<file path="src/rtl/mdu_hilo_pkg.sv">
// mdu_hilo shared types: op codes, FSM states, counter sizing.
// Imported by the MDU control/datapath and the bench.
package mdu_pkg;

  typedef enum logic [1:0] {
    MDU_MULT  = 2'b00,
    MDU_MULTU = 2'b01,
    MDU_DIV   = 2'b10,
    MDU_DIVU  = 2'b11
  } mdu_op_e;

  typedef enum logic [1:0] {
    MDU_IDLE = 2'b00,
    MDU_CALC = 2'b01,
    MDU_FIX  = 2'b10
  } mdu_state_e;

  localparam int MDU_WIDTH = 32;

  function automatic int mdu_cnt_w(input int w);
    return $clog2(w) + 1;
  endfunction

endpackage

</file>
<file path="src/rtl/mdu_hilo_if.sv">
// mdu_hilo request/result bundle.
// master drives operands and commands, slave returns HI/LO status.
interface mdu_hilo_if #(
  parameter int WIDTH = 32
);
  logic             start;
  logic [1:0]       op;
  logic [WIDTH-1:0] a;
  logic [WIDTH-1:0] b;
  logic             mthi;
  logic             mtlo;
  logic [WIDTH-1:0] hi;
  logic [WIDTH-1:0] lo;
  logic             busy;
  logic             done;

  modport master (
    output start, op, a, b, mthi, mtlo,
    input  hi, lo, busy, done
  );

  modport slave (
    input  start, op, a, b, mthi, mtlo,
    output hi, lo, busy, done
  );
endinterface

</file>
<file path="src/rtl/mdu_hilo_sign_fix.sv">
// Final HI/LO formation from unsigned iteration results.
// Applies result signs and the divide-by-zero override.
module mdu_sign_fix #(
  parameter int WIDTH = 32
) (
  input  logic               is_div,
  input  logic               neg_q,
  input  logic               neg_r,
  input  logic               dz,
  input  logic [WIDTH-1:0]   a_orig,
  input  logic [2*WIDTH-1:0] prod,
  input  logic [WIDTH-1:0]   quot,
  input  logic [WIDTH-1:0]   rem,
  output logic [WIDTH-1:0]   hi,
  output logic [WIDTH-1:0]   lo
);

  // select product, divide-by-zero pattern or signed quotient/remainder
  always_comb begin
    hi = '0;
    lo = '0;
    unique case (1'b1)
      !is_div: begin
        {hi, lo} = neg_q ? -prod : prod;
      end
      is_div && dz: begin
        hi = a_orig;
        lo = '1;
      end
      is_div && !dz: begin
        lo = neg_q ? -quot : quot;
        hi = neg_r ? -rem : rem;
      end
      default: begin
        hi = '0;
        lo = '0;
      end
    endcase
  end

endmodule

</file>
<file path="src/rtl/mdu_hilo.sv">
// Iterative MULT/MULTU/DIV/DIVU unit with HI/LO registers.
// One product or quotient bit per cycle; signs fixed in a final cycle.
module mdu_hilo
  import mdu_pkg::*;
#(
  parameter int WIDTH = 32
) (
  input  logic clk,
  input  logic rst_n,
  mdu_hilo_if.slave bus
);

  localparam int CW = mdu_cnt_w(WIDTH);
  localparam logic [CW-1:0] LAST = CW'(WIDTH - 1);

  mdu_state_e         state;
  logic [2*WIDTH-1:0] acc;
  logic [WIDTH-1:0]   mcand;
  logic [WIDTH-1:0]   rem;
  logic [WIDTH-1:0]   a_orig;
  logic [WIDTH-1:0]   hi_q;
  logic [WIDTH-1:0]   lo_q;
  logic [CW-1:0]      cnt;
  logic               div_q;
  logic               neg_q;
  logic               neg_r;
  logic               dz;
  logic               busy_q;
  logic               done_q;

  logic               sa;
  logic               sb;
  logic [WIDTH-1:0]   ma;
  logic [WIDTH-1:0]   mb;
  logic [WIDTH:0]     msum;
  logic [WIDTH:0]     shl;
  logic [WIDTH:0]     diff;
  logic [WIDTH-1:0]   fix_hi;
  logic [WIDTH-1:0]   fix_lo;

  // operand magnitudes and one shift-add / restoring-subtract step
  always_comb begin
    sa   = ~bus.op[0] & bus.a[WIDTH-1];
    sb   = ~bus.op[0] & bus.b[WIDTH-1];
    ma   = sa ? -bus.a : bus.a;
    mb   = sb ? -bus.b : bus.b;
    msum = {1'b0, acc[2*WIDTH-1:WIDTH]}
         + (acc[0] ? {1'b0, mcand} : '0);
    shl  = {rem, acc[WIDTH-1]};
    diff = shl - {1'b0, mcand};
  end

  mdu_sign_fix #(
    .WIDTH (WIDTH)
  ) u_fix (
    .is_div (div_q),
    .neg_q  (neg_q),
    .neg_r  (neg_r),
    .dz     (dz),
    .a_orig (a_orig),
    .prod   (acc),
    .quot   (acc[WIDTH-1:0]),
    .rem    (rem),
    .hi     (fix_hi),
    .lo     (fix_lo)
  );

  // control FSM, iteration datapath and architectural HI/LO
  always_ff @(posedge clk or negedge rst_n) begin
    if (!rst_n) begin
      state  <= MDU_IDLE;
      acc    <= '0;
      mcand  <= '0;
      rem    <= '0;
      a_orig <= '0;
      hi_q   <= '0;
      lo_q   <= '0;
      cnt    <= '0;
      div_q  <= 1'b0;
      neg_q  <= 1'b0;
      neg_r  <= 1'b0;
      dz     <= 1'b0;
      busy_q <= 1'b0;
      done_q <= 1'b0;
    end else begin
      done_q <= 1'b0;
      unique case (state)
        MDU_IDLE: begin
          if (bus.start) begin
            div_q  <= bus.op[1];
            neg_q  <= sa ^ sb;
            neg_r  <= sa;
            dz     <= bus.op[1] && (bus.b == '0);
            a_orig <= bus.a;
            mcand  <= bus.op[1] ? mb : ma;
            acc    <= {{WIDTH{1'b0}}, bus.op[1] ? ma : mb};
            rem    <= '0;
            cnt    <= '0;
            busy_q <= 1'b1;
            state  <= MDU_CALC;
          end else begin
            if (bus.mthi) hi_q <= bus.a;
            if (bus.mtlo) lo_q <= bus.a;
          end
        end
        MDU_CALC: begin
          if (div_q) begin
            if (!diff[WIDTH]) begin
              rem <= diff[WIDTH-1:0];
              acc[WIDTH-1:0] <= {acc[WIDTH-2:0], 1'b1};
            end else begin
              rem <= shl[WIDTH-1:0];
              acc[WIDTH-1:0] <= {acc[WIDTH-2:0], 1'b0};
            end
          end else begin
            acc <= {msum, acc[WIDTH-1:1]};
          end
          cnt <= cnt + 1'b1;
          if (cnt == LAST) state <= MDU_FIX;
        end
        MDU_FIX: begin
          hi_q   <= fix_hi;
          lo_q   <= fix_lo;
          done_q <= 1'b1;
          busy_q <= 1'b0;
          state  <= MDU_IDLE;
        end
        default: begin
          state <= MDU_IDLE;
        end
      endcase
    end
  end

  assign bus.hi   = hi_q;
  assign bus.lo   = lo_q;
  assign bus.busy = busy_q;
  assign bus.done = done_q;

endmodule

</file>
<file path="src/flat_wrapper.sv">
// flat-port wrapper written by rule: the top's interface ports become plain ports
module mdu_hilo_flat import mdu_pkg::*;
#(
  parameter int WIDTH = 32
)
  (clk, rst_n, bus_start, bus_op, bus_a, bus_b, bus_mthi, bus_mtlo, bus_hi, bus_lo, bus_busy, bus_done);
  mdu_hilo_if #(.WIDTH(WIDTH)) bus_i ();
  input  logic clk;
  input  logic rst_n;
  input wire logic [$bits(bus_i.start)-1:0] bus_start;
  input wire logic [$bits(bus_i.op)-1:0] bus_op;
  input wire logic [$bits(bus_i.a)-1:0] bus_a;
  input wire logic [$bits(bus_i.b)-1:0] bus_b;
  input wire logic [$bits(bus_i.mthi)-1:0] bus_mthi;
  input wire logic [$bits(bus_i.mtlo)-1:0] bus_mtlo;
  output wire logic [$bits(bus_i.hi)-1:0] bus_hi;
  output wire logic [$bits(bus_i.lo)-1:0] bus_lo;
  output wire logic [$bits(bus_i.busy)-1:0] bus_busy;
  output wire logic [$bits(bus_i.done)-1:0] bus_done;
  assign bus_i.start = bus_start;
  assign bus_i.op = bus_op;
  assign bus_i.a = bus_a;
  assign bus_i.b = bus_b;
  assign bus_i.mthi = bus_mthi;
  assign bus_i.mtlo = bus_mtlo;
  assign bus_hi = bus_i.hi;
  assign bus_lo = bus_i.lo;
  assign bus_busy = bus_i.busy;
  assign bus_done = bus_i.done;
  mdu_hilo #(.WIDTH(WIDTH)) u_core (.clk(clk), .rst_n(rst_n), .bus(bus_i));
endmodule
</file>
<file path="config.mk">
export PLATFORM = sky130hd
export DESIGN_NAME = mdu_hilo_flat
export DESIGN_NICKNAME = d
export VERILOG_FILES = /design/src/rtl/mdu_hilo_pkg.sv /design/src/rtl/mdu_hilo_if.sv /design/src/rtl/mdu_hilo_sign_fix.sv /design/src/rtl/mdu_hilo.sv /design/src/flat_wrapper.sv
export SDC_FILE = /design/constraint.sdc
export NUM_CORES = 1
export LEC_CHECK = 0
export BUFFER_PORTS_ARGS = -buffer_cell sky130_fd_sc_hd__buf_2
export CORE_UTILIZATION = 40
export DETAILED_ROUTE_END_ITERATION = 16
export GPL_TIMING_DRIVEN = 1
export PLACE_DENSITY = 0.57
export SKIP_LAST_GASP = 1
export SYNTH_ARGS = -nofsm -noshare
export SYNTH_HDL_FRONTEND = slang
export SYNTH_SLANG_ARGS = --single-unit
</file>
<file path="constraint.sdc">
create_clock -name clk -period 4.5 [get_ports clk]
set_input_delay 0.675 -clock clk [delete_from_list [all_inputs] [get_ports clk]]
set_output_delay 0.675 -clock clk [all_outputs]
set_load 0.01 [all_outputs]
</file>
==> results.yml, run 1 <==
timing:
  hold_violations: 0
  fmax_mhz: 261
  rsz0062_at_grt: "no"
  setup_viol: 0
  timing.final.ws_setup_ns: 0.667
  hold_slack_ns: 0.0919
  relSlewSlack: 0.187
  slew_violations: 0
  worstMarginPinSlew_ns: 1.22
  tns_ns: 0
  layout_min_cycle_time_ns: 3.83
  clock_skew_ns: 0.0158
  min_period_over_period: 0.852
finish:
  fin_nets: 2500
  antennaDiodeCount: 0
  fill_cells: 4387
  fin_util: 0.458
  area_growth_pct: 12.4
  drive_above_1_share: 0.110
logic_synthesis:
  synth-main-ff-cell: "dfrtp_1"
  synth.top_cells.by_area: "dfrtp_1 (33%), nand2_1 (7.7%), o21ai_0 (7.4%), xor2_1 (5.1%), a21oi_1 (5.0%)"
  synth-adder-area-share: 0.0501
  syn_area_per_cell_um2: 7.83
  synth-compound-area-share: 0.256
  synth.area.mux_share: 0.0266
  syn-num-nets: 2446
  synth_xor_area_frac: 0.100
  syn-cell-area_um2: 18000
  netlist.area_leader.share: 0.330
  async_flop_share: 1.00
  yosys_warnings: 0
  ys_seq_area_frac: 0.330
  yosys.area.top_type: "dfrtp_1"
  ys_seq_elements: 238
  synth-edff-count: 0
  synthCells: 2304
  synth_simple_gate_area_frac: 0.194
  synth_top_family_by_area: "compound AO/OA/AOI/OAI gates"
  synth_cell_types: 80
detailed_routing:
  totalWireLength_mm: 70.2
  drtIter0Drc: 2187
  drtPass1Iterations: 6
  viasPerCell: 6.02
  ant_nets: 0
  drc: 0
  wire_per_inst_um: 23.6
  dr_total_vias: 17886
power:
  peakVddDrop_uv: 426
  power_density_nw_per_um2: 737
  finalPower_uw: 14900
  power_leakage_uw: 0.00870
grt:
  grt_util_met3: 0.0560
  grtUsageTotal: 0.300
  antenna_found_initial: 1
  grt_pass1_vias: 16566
  grt_max_degree: 94
  grt-busiest-layer: "met1"
  grt_pass1_wl_mm: 106
  met1_usage: 0.446
  grt_overflow: 0
  met2_usage: 0.430
cts:
  cts_made_buffers: 28
  cts_tree: "built"
  postCtsHoldBufs: 0
  cts_root_buffer: "clkbuf_16"
  clkSinkCount: 238
  post_cts_buffers: 0
  clk_pin_slew_worst_paths_ns: 0.06
  clk_latency_ns: 0.57
  cts.repair.resized: 0
  cts_buffer_depth: 3
  ctsHtreeMaxLevel: 1
worst_setup_path:
  path_cells: "nor4_1, nor4b_1, nand4_1, buf_4, or2_2, o41ai_1, xor2_1, o21ai_0, o21ai_0, o21ai_1"
  worstSetupPathType: "flip-flop to flip-flop"
  crit_slowest_cell: "nor4b_1"
  worst_setup_path_start_kind: "flip-flop"
  cp.arrival_ns: 4.32
  cp_slowest_stage_delay_ns: 0.71
  cp.required_ns: 4.98
  cpMostUsedCell: "o21ai_0"
  worst-path-max-fanout: 6
  end_kind: "flip-flop"
floorplanning:
  chipWidth_um: 214
  initial_core_util: 0.407
  die_y_um: 214
  fp-row-count: 77
  core_um2: 44300
  dieArea_um2: 46000
  io_pins: 137
worst_hold_path:
  min_path_type: "primary input to asynchronous set/reset pin"
placed_design:
  dpl.hpwl_mm: 53.9
  io_buffers: 136
  gp_congestion: 0.976
  place_ws_ns: 0.691
run_status:
  status: "finished, final reports clean"
run:
  max_cap_violations: 0
==> state kept, by name, indices dropped and copies added, names as in the netlist <==
signal           cells
u_core.acc          64
u_core.a_orig       32
u_core.bus.hi       32
u_core.bus.lo       32
u_core.mcand        32
u_core.rem          32
u_core.cnt           6
u_core.state         2
u_core.bus.busy      1
u_core.bus.done      1
u_core.div_q         1
u_core.dz            1
u_core.neg_q         1
u_core.neg_r         1
==> power breakdown <==
| part | internal (uW) | switching (uW) |
|---|---|---|
| clock network | 1570 | 974 |
| registers | 2980 | 1330 |
| logic | 3180 | 4920 |
==> worst max-delay path, delay by kind of cell, from the launching register on <==
family / cells / cell delay [ns]
simple gates: 4 / 1.74
compound gates: 4 / 1.21
flops: 1 / 0.46
buf+inv: 1 / 0.21
xor+xnor: 1 / 0.11
==> worst paths after layout <==
kind | from | slack, ns | end | cells after the start
hold / removal | rst_n | 0.09 | u_core.bus.lo[13] | 1
max in group asynchronous | rst_n | 3.28 | u_core.dz | 2
min in group clk | bus_a[25] | 0.41 | u_core.a_orig[25] | 3
setup reg to reg | u_core.acc[5] | 0.67 | u_core.bus.hi[11] | 10
setup / recovery | u_core.acc[5] | 0.67 | u_core.bus.hi[11] | 10
hold reg to reg | u_core.bus.lo[18] | 0.47 | u_core.bus.lo[18] | 2
==> routing by layer <==
layer / wire (um) / share of wire / vias up
li1: - / - / 8322
met1: 32200 / 0.46 / 8592
met2: 29100 / 0.41 / 852
met3: 6380 / 0.091 / 120
met4: 2520 / 0.036 / 0
met5: 0 / 0 / -
==> kinds of logic after synthesis <==
| logic type | count (synthesis) |
|---|---|
| AND/OR/NAND/NOR | 784 |
| AO/OA/AOI/OAI | 748 |
| adder cells (fa/ha/maj) | 71 |
| XOR/XNOR | 206 |
| buffers and inverters | 210 |
| flip-flops | 238 |
| multiplexers | 47 |
==> layout by cell type, fill, tap and decap left out, types with 25 or more instances in the layout <==
| master | instances |
|---|---|
| nor2_1 | 201 |
| dfrtp_1 | 235 |
| nand2_1 | 368 |
| a21o_1 | 29 |
| or3_1 | 25 |
| clkbuf_16 | 29 |
| o41ai_1 | 27 |
| inv_1 | 61 |
| a21oi_1 | 181 |
| mux2i_1 | 39 |
| xor2_1 | 105 |
| buf_4 | 34 |
| o31ai_1 | 36 |
| o22ai_1 | 33 |
| nand3_1 | 29 |
| nor3_1 | 25 |
| o21ai_0 | 267 |
| xnor2_1 | 100 |
| buf_2 | 135 |
| ha_1 | 69 |
==> cell type report <==
| cell class | instances | area (um2) | area share |
|---|---|---|---|
| clock buffer | 38 | 790 | 0.0389 |
| clock inverter | 14 | 223 | 0.0110 |
| inverter | 62 | 233 | 0.0115 |
| multi-input combinational | 1856 | 11300 | 0.560 |
| sequential | 238 | 5960 | 0.294 |
| tap | 592 | 741 | 0.0365 |
| timing repair buffer | 172 | 986 | 0.0486 |
==> metrics by stage <==
stage               instance area (um2)  cells
finish                            20300   2972
global route                      20300   2972
CTS                               20300   2972
detailed placement                19300   2920
global placement                  19300   2920
floorplan                         18000   2304
==> cell usage after synthesis, drive strengths merged, types with 12 or more instances <==
| cell | instances |
|---|---|
| o21bai | 13 |
| o31ai | 38 |
| xor2 | 106 |
| nor2b | 13 |
| buf | 24 |
| o21ai | 272 |
| nand3 | 29 |
| a211oi | 24 |
| o41ai | 27 |
| clkbuf | 124 |
| a21oi | 181 |
| mux2i | 39 |
| ha | 69 |
| nor2 | 202 |
| xnor2 | 100 |
| or3 | 28 |
| o211ai | 22 |
| o221ai | 21 |
| nand4 | 12 |
| or4 | 16 |
| a31oi | 14 |
| nor4 | 22 |
| dfrtp | 238 |
| nor3 | 26 |
| a21o | 29 |
| nand2b | 26 |
| inv | 61 |
| o22ai | 33 |
| nand2 | 369 |
Power figures use the tool's default switching activity.
==> run 2, diff against run 1 <==
==> constraint.sdc (replaced) <==
create_clock -name clk -period 3.6 [get_ports clk]
set_input_delay 0.54 -clock clk [delete_from_list [all_inputs] [get_ports clk]]
set_output_delay 0.54 -clock clk [all_outputs]
set_load 0.01 [all_outputs]
==> run 2 against run 1 <==
Effect of this change:
- final area rose by 2.1%
- combinational power grew 32%
- first-iteration DRC count decreased by 9.9%
- clock-buffer cell count up 2
- largest power group unchanged
- critical endpoint is now u_core.bus.hi[27]
- critical path type unchanged
- flip-flop and latch count did not move
- die area is the same
==> results.yml, run 2 (synthesis results as in run 1) <==
run_status:
  status: "finished, final reports clean"
detailed_routing:
  ant_nets: 0
  wire_per_inst_um: 23.9
  drc: 0
  drtIter0Drc: 1971
  dr_total_vias: 18063
  viasPerCell: 5.97
  drtPass1Iterations: 5
  totalWireLength_mm: 72.4
worst_setup_path:
  timing.rr.start: "u_core.rem[6]"
  worst_setup_path_start_kind: "flip-flop"
  r2r_end: "u_core.bus.hi[27]"
  worst-path-max-fanout: 7
  worstSetupPathType: "flip-flop to flip-flop"
  cp.arrival_ns: 3.93
  end_kind: "flip-flop"
  worstRegToRegCells: 9
  cp.required_ns: 4.03
  r2r_slack_ns: 0.09
cts:
  post_cts_buffers: 0
  cts_tree: "built"
  clk_pin_slew_worst_paths_ns: 0.06
  clk_latency_ns: 0.60
  cts_buffer_depth: 3
  cts_root_buffer: "clkbuf_16"
  ctsHtreeMaxLevel: 1
  cts_made_buffers: 30
  clkSinkCount: 238
placed_design:
  dpl.hpwl_mm: 55.7
  place_inst: 2971
  io_buffers: 136
  gp_congestion: 0.961
  place_ws_ns: 0.0627
worst_hold_path:
  min_to: "u_core.a_orig[21]"
  min_from: "bus_a[21]"
  min_path_type: "primary input to flip-flop"
  min_path_cells: 3
finish:
  fin_nets: 2554
  seqCellArea_um2: 5960
  fill_cells: 4473
  fin_util: 0.467
  drive_above_1_share: 0.131
  multiInputGateArea_um2: 11400
  area_growth_pct: 14.8
  antennaDiodeCount: 0
  largest_register_ff_count: 64
  layout_common_cells: "nand2_1 (368), o21ai_0 (267), dfrtp_1 (235)"
  instances_no_fill: 3026
  top_register: "u_core.acc"
  layout_commonest_cell: "nand2_1"
floorplanning:
  chipWidth_um: 214
  core_um2: 44300
  die_y_um: 214
  io_pins: 137
  dieArea_um2: 46000
  initial_core_util: 0.407
  fp-row-count: 77
timing:
  rsz0062_at_grt: "no"
  layout_min_cycle_time_ns: 3.51
  fmax_mhz: 285
  worstMarginPinSlew_ns: 1.19
  setup_viol: 0
  slew_violations: 0
  hold_violations: 0
  clock_skew_ns: 0.0304
  tns_ns: 0
  min_period_over_period: 0.975
  hold_slack_ns: 0.266
  relSlewSlack: 0.208
  timing.final.ws_setup_ns: 0.0915
grt:
  grtUsageTotal: 0.310
  grt_pass1_wl_mm: 109
  grt_pass1_vias: 17091
  antenna_found_initial: 1
  grt_max_degree: 103
  grt_overflow: 0
power:
  power_density_nw_per_um2: 915
  power_leakage_uw: 0.00897
  peakVddDrop_uv: 525
run:
  max_cap_violations: 0
-- run 2: cell types whose count changed in the layout (fill, tap and decap cells not counted), moves of 2 or more --
cell and change:
buf_12 +2, buf_4 +49, bufinv_16 -3, clkbuf_8 +2
clkinv_2 +2
-- run 2: how the worst max path moves through the flow --
stage / from / slack, ns / to
finish: u_core.rem[6] / 0.09 / u_core.bus.hi[27]
global route: u_core.acc[0] / 0.02 / u_core.acc[63]
CTS: u_core.acc[4] / 0.04 / u_core.bus.hi[11]
detailed placement: u_core.acc[4] / 0.06 / u_core.bus.hi[11]
global placement: u_core.acc[4] / 0.08 / u_core.bus.hi[11]
floorplan: u_core.acc[31] / 0.35 / u_core.rem[31]
-- run 2: cell type report --
type                    instances  area share
clock buffers                  40      0.0405
clock inverters                14     0.00767
inverters                      62      0.0114
multi-input cells            1856       0.549
flip-flops and latches        238       0.288
well taps                     592      0.0358
repair buffers                224      0.0678
-- run 2: metrics by stage --
stage	area [um2]	power, uW
global placement	19700	15500
detailed placement	19700	15600
CTS	20700	18700
finish	20700	18900
floorplan	18000	11900
global route	20700	20200
-- run 2: repair_timing --
item                                    4_1_cts  5_1_grt
hold endpoints to repair                      0        1
hold buffers                                  0        1
resized for setup                             0        5
endpoints found under the setup margin        0        6
-- run 2: per-layer routing --
| metal | track usage | share of wire | up-vias |
|---|---|---|---|
| met5 | 0 | 0 | - |
| met2 | 0.451 | 0.42 | 827 |
| met1 | 0.442 | 0.44 | 8680 |
| li1 | - | - | 8430 |
| met4 | 0.125 | 0.042 | 0 |
| met3 | 0.0668 | 0.096 | 126 |
-- run 2: critical path, cell delays in order (launching register included) --
cell and delay (ns):
dfrtp_1 0.47, or3_4 0.42, or4_1 0.53, or3_4 0.44
or3_4 0.43, o31ai_4 0.19, xor2_1 0.44, o21ai_0 0.17
o221ai_1 0.20, a21oi_1 0.07
-- run 2: power breakdown --
group | switching (uW) | internal [uW]
Sequential | 1400 | 3730
Combinational | 6500 | 4210
Clock | 1260 | 1840
Total | 9160 | 9780
==> run 3, diff against run 2 <==
--- a/config.mk
+++ b/config.mk
@@ -6,10 +6,12 @@
 export NUM_CORES = 1
 export LEC_CHECK = 0
 export BUFFER_PORTS_ARGS = -buffer_cell sky130_fd_sc_hd__buf_2
-export CORE_UTILIZATION = 40
+export CELL_PAD_IN_SITES_DETAIL_PLACEMENT = 2
+export CELL_PAD_IN_SITES_GLOBAL_PLACEMENT = 2
+export CORE_UTILIZATION = 37
 export DETAILED_ROUTE_END_ITERATION = 16
 export GPL_TIMING_DRIVEN = 1
-export PLACE_DENSITY = 0.57
+export PLACE_DENSITY = 0.82
 export SKIP_LAST_GASP = 1
 export SYNTH_ARGS = -nofsm -noshare
 export SYNTH_HDL_FRONTEND = slang
==> run 3 against run 2 <==
Effect of this change:
- worst hold slack worse by 0.046 ns
- sequential power up 1%
- first-iteration DRC count down 12%
- largest power group unchanged
- highest routed layer is now met5
- die area up 8.0%
==> results.yml, run 3 (synthesis results as in run 1) <==
power:
  power_leakage_uw: 0.00908
  peakVddDrop_uv: 433
  power_density_nw_per_um2: 967
grt:
  grt_pass1_wl_mm: 135
  grtUsageTotal: 0.361
  grt_pass1_vias: 20557
  grt_overflow: 0
  antenna_found_initial: 3
  grt_max_degree: 78
cts:
  clk_latency_ns: 0.61
  clk_pin_slew_worst_paths_ns: 0.06
  cts_made_buffers: 29
  cts_buffer_depth: 3
  clkSinkCount: 238
  cts_root_buffer: "clkbuf_16"
  ctsHtreeMaxLevel: 1
  cts_tree: "built"
  post_cts_buffers: 0
finish:
  top_register: "u_core.acc"
  layout_commonest_cell: "nand2_1"
  instances_no_fill: 3076
  largest_register_ff_count: 64
  drive_above_1_share: 0.139
  fin_nets: 2580
  area_growth_pct: 16.0
  layout_common_cells: "nand2_1 (368), o21ai_0 (266), dfrtp_1 (235)"
  final_cell_area_um2: 20900
detailed_routing:
  drtPass1Iterations: 5
  ant_nets: 0
  drtIter0Drc: 1737
  wire_per_inst_um: 29.5
  viasPerCell: 6.37
  drc: 0
  dr_total_vias: 19600
  totalWireLength_mm: 90.7
placed_design:
  gp_congestion: 0.938
  place_inst: 3021
  dpl.hpwl_mm: 67.4
  dpl-instance-area_um2: 19900
  io_buffers: 136
worst_hold_path:
  min_path_type: "primary input to flip-flop"
floorplanning:
  io_pins: 137
  die_y_um: 223
  fp-row-count: 80
  chipWidth_um: 223
  core_um2: 47900
  initial_core_util: 0.376
  dieArea_um2: 49600
worst_setup_path:
  worst-path-max-fanout: 3
  cp_slowest_stage_delay_ns: 0.45
  worst_setup_path_start_kind: "flip-flop"
  end_kind: "flip-flop"
  worstSetupPathType: "flip-flop to flip-flop"
  cp.arrival_ns: 3.92
  crit_slowest_cell: "o21ai_0"
  critPathBufInv: 0
  cpMostUsedCell: "o21ai_0"
  path_cells: "ha_1, fa_1, nand2b_1, a21oi_1, o31ai_1, a211oi_1, o221ai_1, o21ai_0, a41o_1, xnor2_1, o21ai_0"
  cp.required_ns: 4.06
  cp_top_family: "compound AO/OA/AOI/OAI gates"
timing:
  relSlewSlack: 0.179
  clock_skew_ns: 0.0243
  fmax_mhz: 288
  hold_violations: 0
  tns_ns: 0
  worstMarginPinSlew_ns: 1.23
  min_period_over_period: 0.963
  layout_min_cycle_time_ns: 3.47
  slew_violations: 0
  setup_viol: 0
  rsz0062_at_grt: "no"
run_status:
  status: "finished, final reports clean"
run:
  max_cap_violations: 0
[run 3: cell count changes in the layout (fill, tap and decap cells not counted), sizes merged]
cell,delta
buf,+27
bufinv,-1
clkbuf,+6
clkinv,-7
clkinvlp,-1
diode,+1
inv,+2
[run 3: final timing paths]
| path | from | to | slack [ns] | cells past startpoint |
|---|---|---|---|---|
| setup / recovery | u_core.mcand[0] | u_core.rem[26] | 0.13 | 11 |
| min in group asynchronous | rst_n | u_core.acc[56] | 0.52 | 2 |
| hold reg to reg | u_core.bus.lo[28] | u_core.bus.lo[28] | 0.47 | 2 |
| setup reg to reg | u_core.mcand[0] | u_core.rem[26] | 0.13 | 11 |
| hold / removal | bus_a[25] | u_core.a_orig[25] | 0.22 | 3 |
| max in group asynchronous | rst_n | u_core.rem[13] | 2.12 | 3 |
[run 3: power by group]
part | switching [uW] | total (uW) | internal [uW]
Sequential | 1460 | 5190 | 3730
Clock | 1310 | 3110 | 1800
Combinational | 7530 | 11900 | 4400
[run 3: layout make-up]
class | count | area [um2]
inverters | 62 | 233
repair buffers | 251 | 1630
well taps | 615 | 769
fillers | 5407 | 27000
clock inverters | 7 | 91.3
clock buffers | 46 | 880
flip-flops and latches | 238 | 5960
diodes | 1 | 2.50
multi-input cells | 1856 | 11400
[run 3: metal layers]
| layer | vias to the layer above | track usage | routed length, um |
|---|---|---|---|
| li1 | 8464 | - | - |
| met1 | 10071 | 0.482 | 38800 |
| met2 | 849 | 0.578 | 41300 |
| met3 | 214 | 0.0585 | 6500 |
| met4 | 2 | 0.151 | 4070 |
| met5 | - | 0 | 12 |
[run 3: stage by stage]
| stage | setup WS (ns) | power [uW] | util | hold WS, ns |
|---|---|---|---|---|
| floorplan | 0.353 | 11900 | - | 0.244 |
| global placement | 0.330 | 15800 | 0.416 | 0.459 |
| detailed placement | 0.152 | 16600 | 0.416 | 0.467 |
| CTS | 0.112 | 20000 | 0.436 | 0.209 |
| global route | 0.000933 | 21300 | 0.436 | 0.251 |
| finish | 0.132 | 20200 | 0.436 | 0.220 |
[run 3: repair_timing]
| item | CTS | global route |
|---|---|---|
| gates resized for setup | 0 | 2 |
| setup endpoints to repair | 0 | 10 |
| endpoints found under the hold margin | 72 | 0 |
| hold buffers | 1 | 0 |
[run 3: worst reg2reg max path: stages (launching register included)]
cell      delay [ns]
dfrtp_1         0.42
ha_1            0.27
fa_1            0.42
nand2b_1        0.19
a21oi_1         0.22
o31ai_1         0.19
a211oi_1        0.36
o221ai_1        0.29
o21ai_0         0.45
a41o_1          0.28
xnor2_1         0.13
o21ai_0         0.11
